[config.mk]
export PLATFORM = sky130hd
export DESIGN_NAME = dmem_arbiter
export DESIGN_NICKNAME = d
export VERILOG_FILES = /design/src/rtl/dmem_arbiter.sv
export SDC_FILE = /design/constraint.sdc
export NUM_CORES = 1
export LEC_CHECK = 0
export CORE_MARGIN = 5
export CORE_UTILIZATION = 37
export DETAILED_ROUTE_END_ITERATION = 7
export HOLD_SLACK_MARGIN = 0.1
export PLACE_DENSITY = 0.81
export SKIP_CTS_REPAIR_TIMING = 1
export SLEW_MARGIN = 10
export SYNTH_ARGS = -nofsm -noshare
export SYNTH_HDL_FRONTEND = slang
export SYNTH_SLANG_ARGS = --single-unit
[constraint.sdc]
create_clock -name clk -period 2.2 [get_ports clk]
set_input_delay 0.33 -clock clk [delete_from_list [all_inputs] [get_ports clk]]
set_output_delay 0.33 -clock clk [all_outputs]
set_load 0.005 [all_outputs]
[src/rtl/dmem_arbiter.sv]
// Two-requester data-memory arbiter with post-reset zero-fill sweep.
// Optional conflict statistics counter enabled by DMEM_ARB_STAT_EN.
module dmem_arbiter #(
    parameter int DATA_W  = 32,
    parameter int DMEMA_W = 8,
    parameter int DEPTH   = 256
) (
    input  logic               clk,
    input  logic               rst_n,
    input  logic               p0_req,
    input  logic               p0_we,
    input  logic [DMEMA_W-1:0] p0_addr,
    input  logic [DATA_W-1:0]  p0_wdata,
    output logic               p0_gnt,
    output logic               p0_rvalid,
    output logic [DATA_W-1:0]  p0_rdata,
    input  logic               p1_req,
    input  logic               p1_we,
    input  logic [DMEMA_W-1:0] p1_addr,
    input  logic [DATA_W-1:0]  p1_wdata,
    output logic               p1_gnt,
    output logic               p1_rvalid,
    output logic [DATA_W-1:0]  p1_rdata,
    output logic [DMEMA_W-1:0] mem_ra,
    input  logic [DATA_W-1:0]  mem_rd,
    output logic [DMEMA_W-1:0] mem_wa,
    output logic [DATA_W-1:0]  mem_wd,
    output logic               mem_we,
    output logic               o_init_done
`ifdef DMEM_ARB_STAT_EN
    ,
    output logic [15:0]        o_conflict_cnt
`endif
);

    typedef enum logic {INIT, RUN} state_e;

    localparam logic [DMEMA_W-1:0] LAST = DMEMA_W'(DEPTH - 1);

    state_e             state_q;
    logic [DMEMA_W-1:0] cnt_q, cnt_d;
    logic               prio_q, prio_d;
    logic               init_done_q;
    logic               rvalid0_q, rvalid1_q;
    logic [DATA_W-1:0]  rdata0_q, rdata1_q;

    logic run, conflict, g0, g1, rd0, rd1, wr0, wr1;

    assign run      = (state_q == RUN);
    assign conflict = run & p0_req & p1_req & (p0_we == p1_we);

    always_comb begin
        g0 = 1'b0;
        g1 = 1'b0;
        if (run) begin
            if (conflict) begin
                g0 = ~prio_q;
                g1 = prio_q;
            end else begin
                g0 = p0_req;
                g1 = p1_req;
            end
        end
    end

    assign rd0 = g0 & ~p0_we;
    assign rd1 = g1 & ~p1_we;
    assign wr0 = g0 & p0_we;
    assign wr1 = g1 & p1_we;

    assign p0_gnt      = g0;
    assign p1_gnt      = g1;
    assign p0_rvalid   = rvalid0_q;
    assign p1_rvalid   = rvalid1_q;
    assign p0_rdata    = rdata0_q;
    assign p1_rdata    = rdata1_q;
    assign o_init_done = init_done_q;

    // Write enable is gated by rst_n so nothing is written while reset is held.
    always_comb begin
        mem_ra = '0;
        mem_wa = '0;
        mem_wd = '0;
        mem_we = 1'b0;
        if (rd0) begin
            mem_ra = p0_addr;
        end else if (rd1) begin
            mem_ra = p1_addr;
        end
        if (!run) begin
            mem_we = rst_n;
            mem_wa = cnt_q;
        end else if (wr0) begin
            mem_we = 1'b1;
            mem_wa = p0_addr;
            mem_wd = p0_wdata;
        end else if (wr1) begin
            mem_we = 1'b1;
            mem_wa = p1_addr;
            mem_wd = p1_wdata;
        end
    end

    assign prio_d = conflict ? ~prio_q : prio_q;
    assign cnt_d  = (cnt_q == LAST) ? cnt_q : cnt_q + 1'b1;

    always_ff @(posedge clk or negedge rst_n) begin
        if (!rst_n) begin
            state_q     <= INIT;
            cnt_q       <= '0;
            prio_q      <= 1'b0;
            init_done_q <= 1'b0;
            rvalid0_q   <= 1'b0;
            rvalid1_q   <= 1'b0;
            rdata0_q    <= '0;
            rdata1_q    <= '0;
        end else begin
            rvalid0_q <= rd0;
            rvalid1_q <= rd1;
            if (rd0) rdata0_q <= mem_rd;
            if (rd1) rdata1_q <= mem_rd;
            prio_q <= prio_d;
            if (!run) begin
                cnt_q <= cnt_d;
                if (cnt_q == LAST) begin
                    state_q     <= RUN;
                    init_done_q <= 1'b1;
                end
            end
        end
    end

`ifdef DMEM_ARB_STAT_EN
    logic [15:0] conf_cnt_q;

    always_ff @(posedge clk or negedge rst_n) begin
        if (!rst_n) begin
            conf_cnt_q <= '0;
        end else if (conflict && conf_cnt_q != 16'hFFFF) begin
            conf_cnt_q <= conf_cnt_q + 16'd1;
        end
    end

    assign o_conflict_cnt = conf_cnt_q;
`endif

endmodule

; Yosys cells after proc, flatten, opt, wreduce, memory -nomap -nowiden
; Cells that the tools add are included.
; W data, S select, Z words.
[op_classes]
addsub = 1
n_eq_ne = 2
muxes = 17
n_bitwise = 12
reduce_logical = 2
[ops]
columns = op, count
row1 = $mux W32, 3
row2 = $mux W8, 5
row3 = $mux W1, 9
row4 = $add A8 B1 Y8 const B, 1
row5 = $eq A8 B8 Y1 const B, 1
row6 = $and A1 B1 Y1, 7
row7 = $not A1 Y1, 5
row8 = $reduce_and A2 Y1, 2
row9 = $eq A1 B1 Y1, 1
[word_totals]
register_bits = 77
in_bits = 118
out_inout_bits = 118
elab_cells = 42

; Logic depth before layout (Yosys ltp)
[depth]
depth_word = 9
mapped_depth = 4
depth_no_buf = 4

; Worst setup path before layout
; No wires, ideal clock.
[synth_timing]
path_type = flip-flop to output port
from = register state_q (netlist: run)
to = output mem_wd[10]
arrival_time_ns = 1.295
required_time_ns = 1.870
setup_slack_ns = 0.575
stages_incl_launch_ff = 5
n_path_buf = 1
path_cell_list = dfrtp_1 > nand2_1 > a211oi_2 > clkbuf_1 > a22o_1
[synth_between]
elab_chain_cells = 9
word_cells_on_any_way = 12
classes_between = mux: 7 / bitwise: 5
[synth_rtl]
columns = element, line_no
row1 = "start, declared", 40  ; state_e state_q;
row2 = "start signal, assigned", 109  ; state_q <= INIT;
row3 = "start signal, assigned", 126  ; state_q <= RUN;
row4 = $and A1 B1 Y1 (3 in series), 50  ; assign conflict = run & p0_req & p1_req & (p0_we == p1_we);
row5 = $mux W1, 56  ; if (conflict) begin
row6 = $mux W1, 55  ; if (run) begin
row7 = $and A1 B1 Y1, 69  ; assign wr1 = g1 & p1_we;
row8 = $mux W32, 97  ; end else if (wr1) begin
row9 = $mux W32, 93  ; end else if (wr0) begin
row10 = $mux W32 *, 90  ; if (!run) begin
row11 = "end, declared", 27  ; output logic [DATA_W-1:0] mem_wd,
; Mark *: on every way between the ends. The rest lies on a longest branch, timed or not.

; Final worst setup path
[layout_timing]
from = register state_q (netlist: run)
to = output mem_ra[0]
[layout_between]
elab_chain_cells = 8
word_cells_on_any_way = 11
classes_between = mux: 6 / bitwise: 5
[layout_rtl]
columns = element, line_no
row1 = $and A1 B1 Y1 (3 in series), 50
row2 = $mux W1, 56
row3 = $mux W1, 55
row4 = $and A1 B1 Y1, 67  ; assign rd1 = g1 & ~p1_we;
row5 = $mux W8, 87  ; end else if (rd1) begin
row6 = $mux W8 *, 85  ; if (rd0) begin
row7 = "end, declared", 24  ; output logic [DMEMA_W-1:0] mem_ra,
; Marks and branches as above.

==> metrics.md <==
| Metric | Value |
|---|---|
| Run status | `complete, but fails checks` |
| Failing checks | `setup timing` |
| First-pass GRT wire length | `19200 um` |
| CP required | `1.87 ns` |
| Largest net degree at the start of global routing | `77` |
| Synth area leaders | `dfrtp_1 53%, mux2_4 12%, mux2_2 10%` |
| Post-synthesis register bit count | `just under 80` |
| Root buffer cell | `clkbuf_8` |
| Area Overhead vs Synth | `84.0%` |
| Endpoint class of the critical path | `output pin` |
| Fmax | `398 MHz` |
| Mapped cell area | `0.00367 mm2` |
| Max clock buf depth | `2` |
| CP Launch Type | `flop` |
| Reg clk slew, reported paths | `0.08 ns` |
| End of the critical path | `mem_ra[0]` |
| Mapped Cells | `261` |
| Tmin final | `about 2.5 ns` |
| CTS buffer count | `9` |
| Max Cap Viol | `0` |
| Final setup vio count | `24` |
| Critical path cell sequence | `buf_4, nand2_4, a211oi_4, clkbuf_16, a22o_1, clkdlybuf4s50_1` |
| Overall Global Routing Usage | `approximately a fifth` |
| Share of cells above drive strength 1 | `27.1%` |
| Post-DRT Antenna Nets | `0` |
| Leak | `3.57 nW` |
| DP Area | `between 0.006 and 0.007 mm2` |
| Clock Skew | `0.00788 ns` |
| Total power per unit cell area | `about 400 mW/mm2` |
| Placeable Area | `about 0.0097 mm2` |
| Crit-path max cell delay | `between 0.5 and 0.6 ns` |
| Syn Area/Cell | `14.0 um2` |
| Worst-Skew Late Latency | `0.34 ns` |
| Number of synthesis warnings | `0` |
| Post-DP HPWL | `10300 um` |
| Reg-to-reg critical path startpoint | `run` |
| Hold Fails Final Rpt | `0` |
| Total power | `about 2.7 mW` |
| Reg2reg end | `p1_rdata[24]` |
| Synth Area in Compound Gates | `15.6%` |
| Final Slew Violations | `0` |
| Yosys top cell area share | `52.6%` |
| # DRC | `0` |
| Via count of the first global-routing pass | `3606` |
| Number of top-level pins | `236` |
| Critical path arrival | `around 2.2 ns` |
| Nets | `between 600 and 700` |
| Proportion of synthesized area in mux cells | `a little under a quarter` |
| Ys flop type | `dfrtp_1` |
| Synth Area in Adders | `0.341%` |
| Worst reg-to-reg path cell count | `5` |
| Synth Area in XOR/XNOR | `less than 1%` |
| Peak supply drop | `0.357 mV` |
| Worst hold path type | `primary input to flop` |
| Slowest CP cell | `clkdlybuf4s50_1` |
| Total die area | `0.0120 mm2` |
| EDFF count, synth | `0` |
| Fin area | `just under 0.007 mm2` |
| Grt ovf | `0` |
| CP Buf/Inv Count | `3` |
| Simple-gate share of the synthesized area | `4.10%` |
| Ys async rst share | `100%` |
| Setup ws final | `-0.316 ns` |
| Final Non-Filler Cells | `669` |
| Path type of the worst setup path | `flop to output pin` |
| Final worst-path cycle share | `114%` |
| Headroom to the max-slew limit | `a little over a third` |
| Final WL | `14500 um` |
| Initial Util | `37.7%` |
| RSZ-0062 raised after global routing | `true` |
| Initial antenna violation count | `5` |
| Family with the most delay on the worst path | `buffers and inverters` |
| Row count | `36` |
| Reg-to-reg slack, setup | `0.27 ns` |
| 1st-iter DRT viols | `153` |
| Largest family of logic cells by synthesized area | `multiplexers` |
| Syn_nets | `380` |
| Clk sinks | `77` |
| Synth cell types | `35` |
| Post-synthesis sequential area ratio | `between 50% and 60%` |
| Drt pass-1 iters | `4` |
| Post-synth top area cell | `dfrtp_1` |
| Placed cells | `628` |
| Min Hold Slack | `0.362 ns` |
| Worst Max-Slew Pin Slew | `0.959 ns` |
| Vias | `3442` |
| CP startpoint | `run` |
| IO buf count | `around 240` |
| Floorplan die width | `110 um` |
| TritonCTS clock tree | `yes` |
| Crit path max fanout | `4` |
| Avg Vias per Cell | `a little over 5` |
| Worst path depth | `6` |
| WL/cell | `approximately 22 um` |
| Chip height | `110 um` |
| Gpl congestion | `0.808` |
| CTS H-tree lvls | `3` |
==> cells in the final DEF, fill, tap and decap left out, types with 4 or more instances in the layout <==
master,synthesis,routed
a21oi_1,7,7
a221o_1,8,8
a22o_1,40,40
a31oi_1,4,4
buf_2,5,17
buf_4,3,19
buf_6,3,7
clkbuf_16,0,6
clkbuf_8,0,10
clkdlybuf4s50_1,0,185
dfrtp_1,77,77
diode_2,0,5
dlymetal6s2s_1,0,29
mux2_2,33,33
mux2_4,30,30
nor2b_1,10,9
==> metal layers <==
layer  track usage [%]  vias to the layer above  part of all wire (%)
met5                 0                        -                     0
met4              10.2                        0                   4.7
met3              6.64                       40                   8.9
met2              37.5                      191                    52
met1              22.7                     1685                    35
li1                  -                     1526                     -
==> metrics by stage <==
step                setup TNS, ns  utilization, %  setup slack [ns]
global route                -4.42            69.3            -0.408
detailed placement         -20.83            64.4            -0.371
finish                      -2.31            69.3            -0.316
global placement           -18.90            64.4            -0.328
CTS                        -15.73            66.3            -0.377
floorplan                       0               -             0.575
==> sequential cells by signal, indices dropped and copies added, names as in the netlist <==
name	count
p0_rdata	32
p1_rdata	32
cnt_q	8
o_init_done	1
p0_rvalid	1
p1_rvalid	1
prio_q	1
run	1
==> worst min-delay path by stage <==
stage | endpoint | start | cells past startpoint
2_1_floorplan | cnt_q[0] | rst_n | 0
3_3_place_gp | p1_rvalid | rst_n | 1
3_5_place_dp | p1_rvalid | rst_n | 1
4_1_cts | p1_rvalid | rst_n | 1
5_1_grt | p1_rvalid | rst_n | 2
6_report | prio_q | p0_req | 3
==> cell families after synthesis <==
group | Yosys count
AO/OA/AOI/OAI | 67
XOR/XNOR | 3
buffers and inverters | 22
flip-flops | 77
adder cells (fa/ha/maj) | 1
AND/OR/NAND/NOR | 25
multiplexers | 66
==> cells in the mapped netlist, types with 2 or more instances <==
library cell	count
dfrtp_1	77
a22o_1	40
mux2_2	33
mux2_4	30
nor2b_1	10
a221o_1	8
a21oi_1	7
clkbuf_1	6
buf_2	5
a31oi_1	4
buf_4	3
buf_6	3
inv_1	3
nand2_1	3
nor2_1	3
a211oi_2	2
and2_1	2
and4b_1	2
inv_2	2
mux2_1	2
xnor2_1	2
==> tightest hold or removal path, cell delays in order <==
cell and delay (ns):
dlymetal6s2s_1 0.15, nand4_1 0.11, xnor2_1 0.07
==> area by class of cell <==
class | count | area, um2
Fill cell | 762 | 2990
Antenna cell | 5 | 12.5
Sequential cell | 77 | 1930
Multi-Input combinational cell | 162 | 1660
Clock inverter | 5 | 42.5
Timing Repair Buffer | 271 | 2770
Inverter | 5 | 21.3
Tap cell | 133 | 166
Clock buffer | 11 | 141
==> power breakdown <==
part	internal [mW]	switching, mW
Sequential	1.41	0
Clock	0.453	0.533
Combinational	0.198	0.0938
No activity file was read; power rests on OpenSTA's default activity.
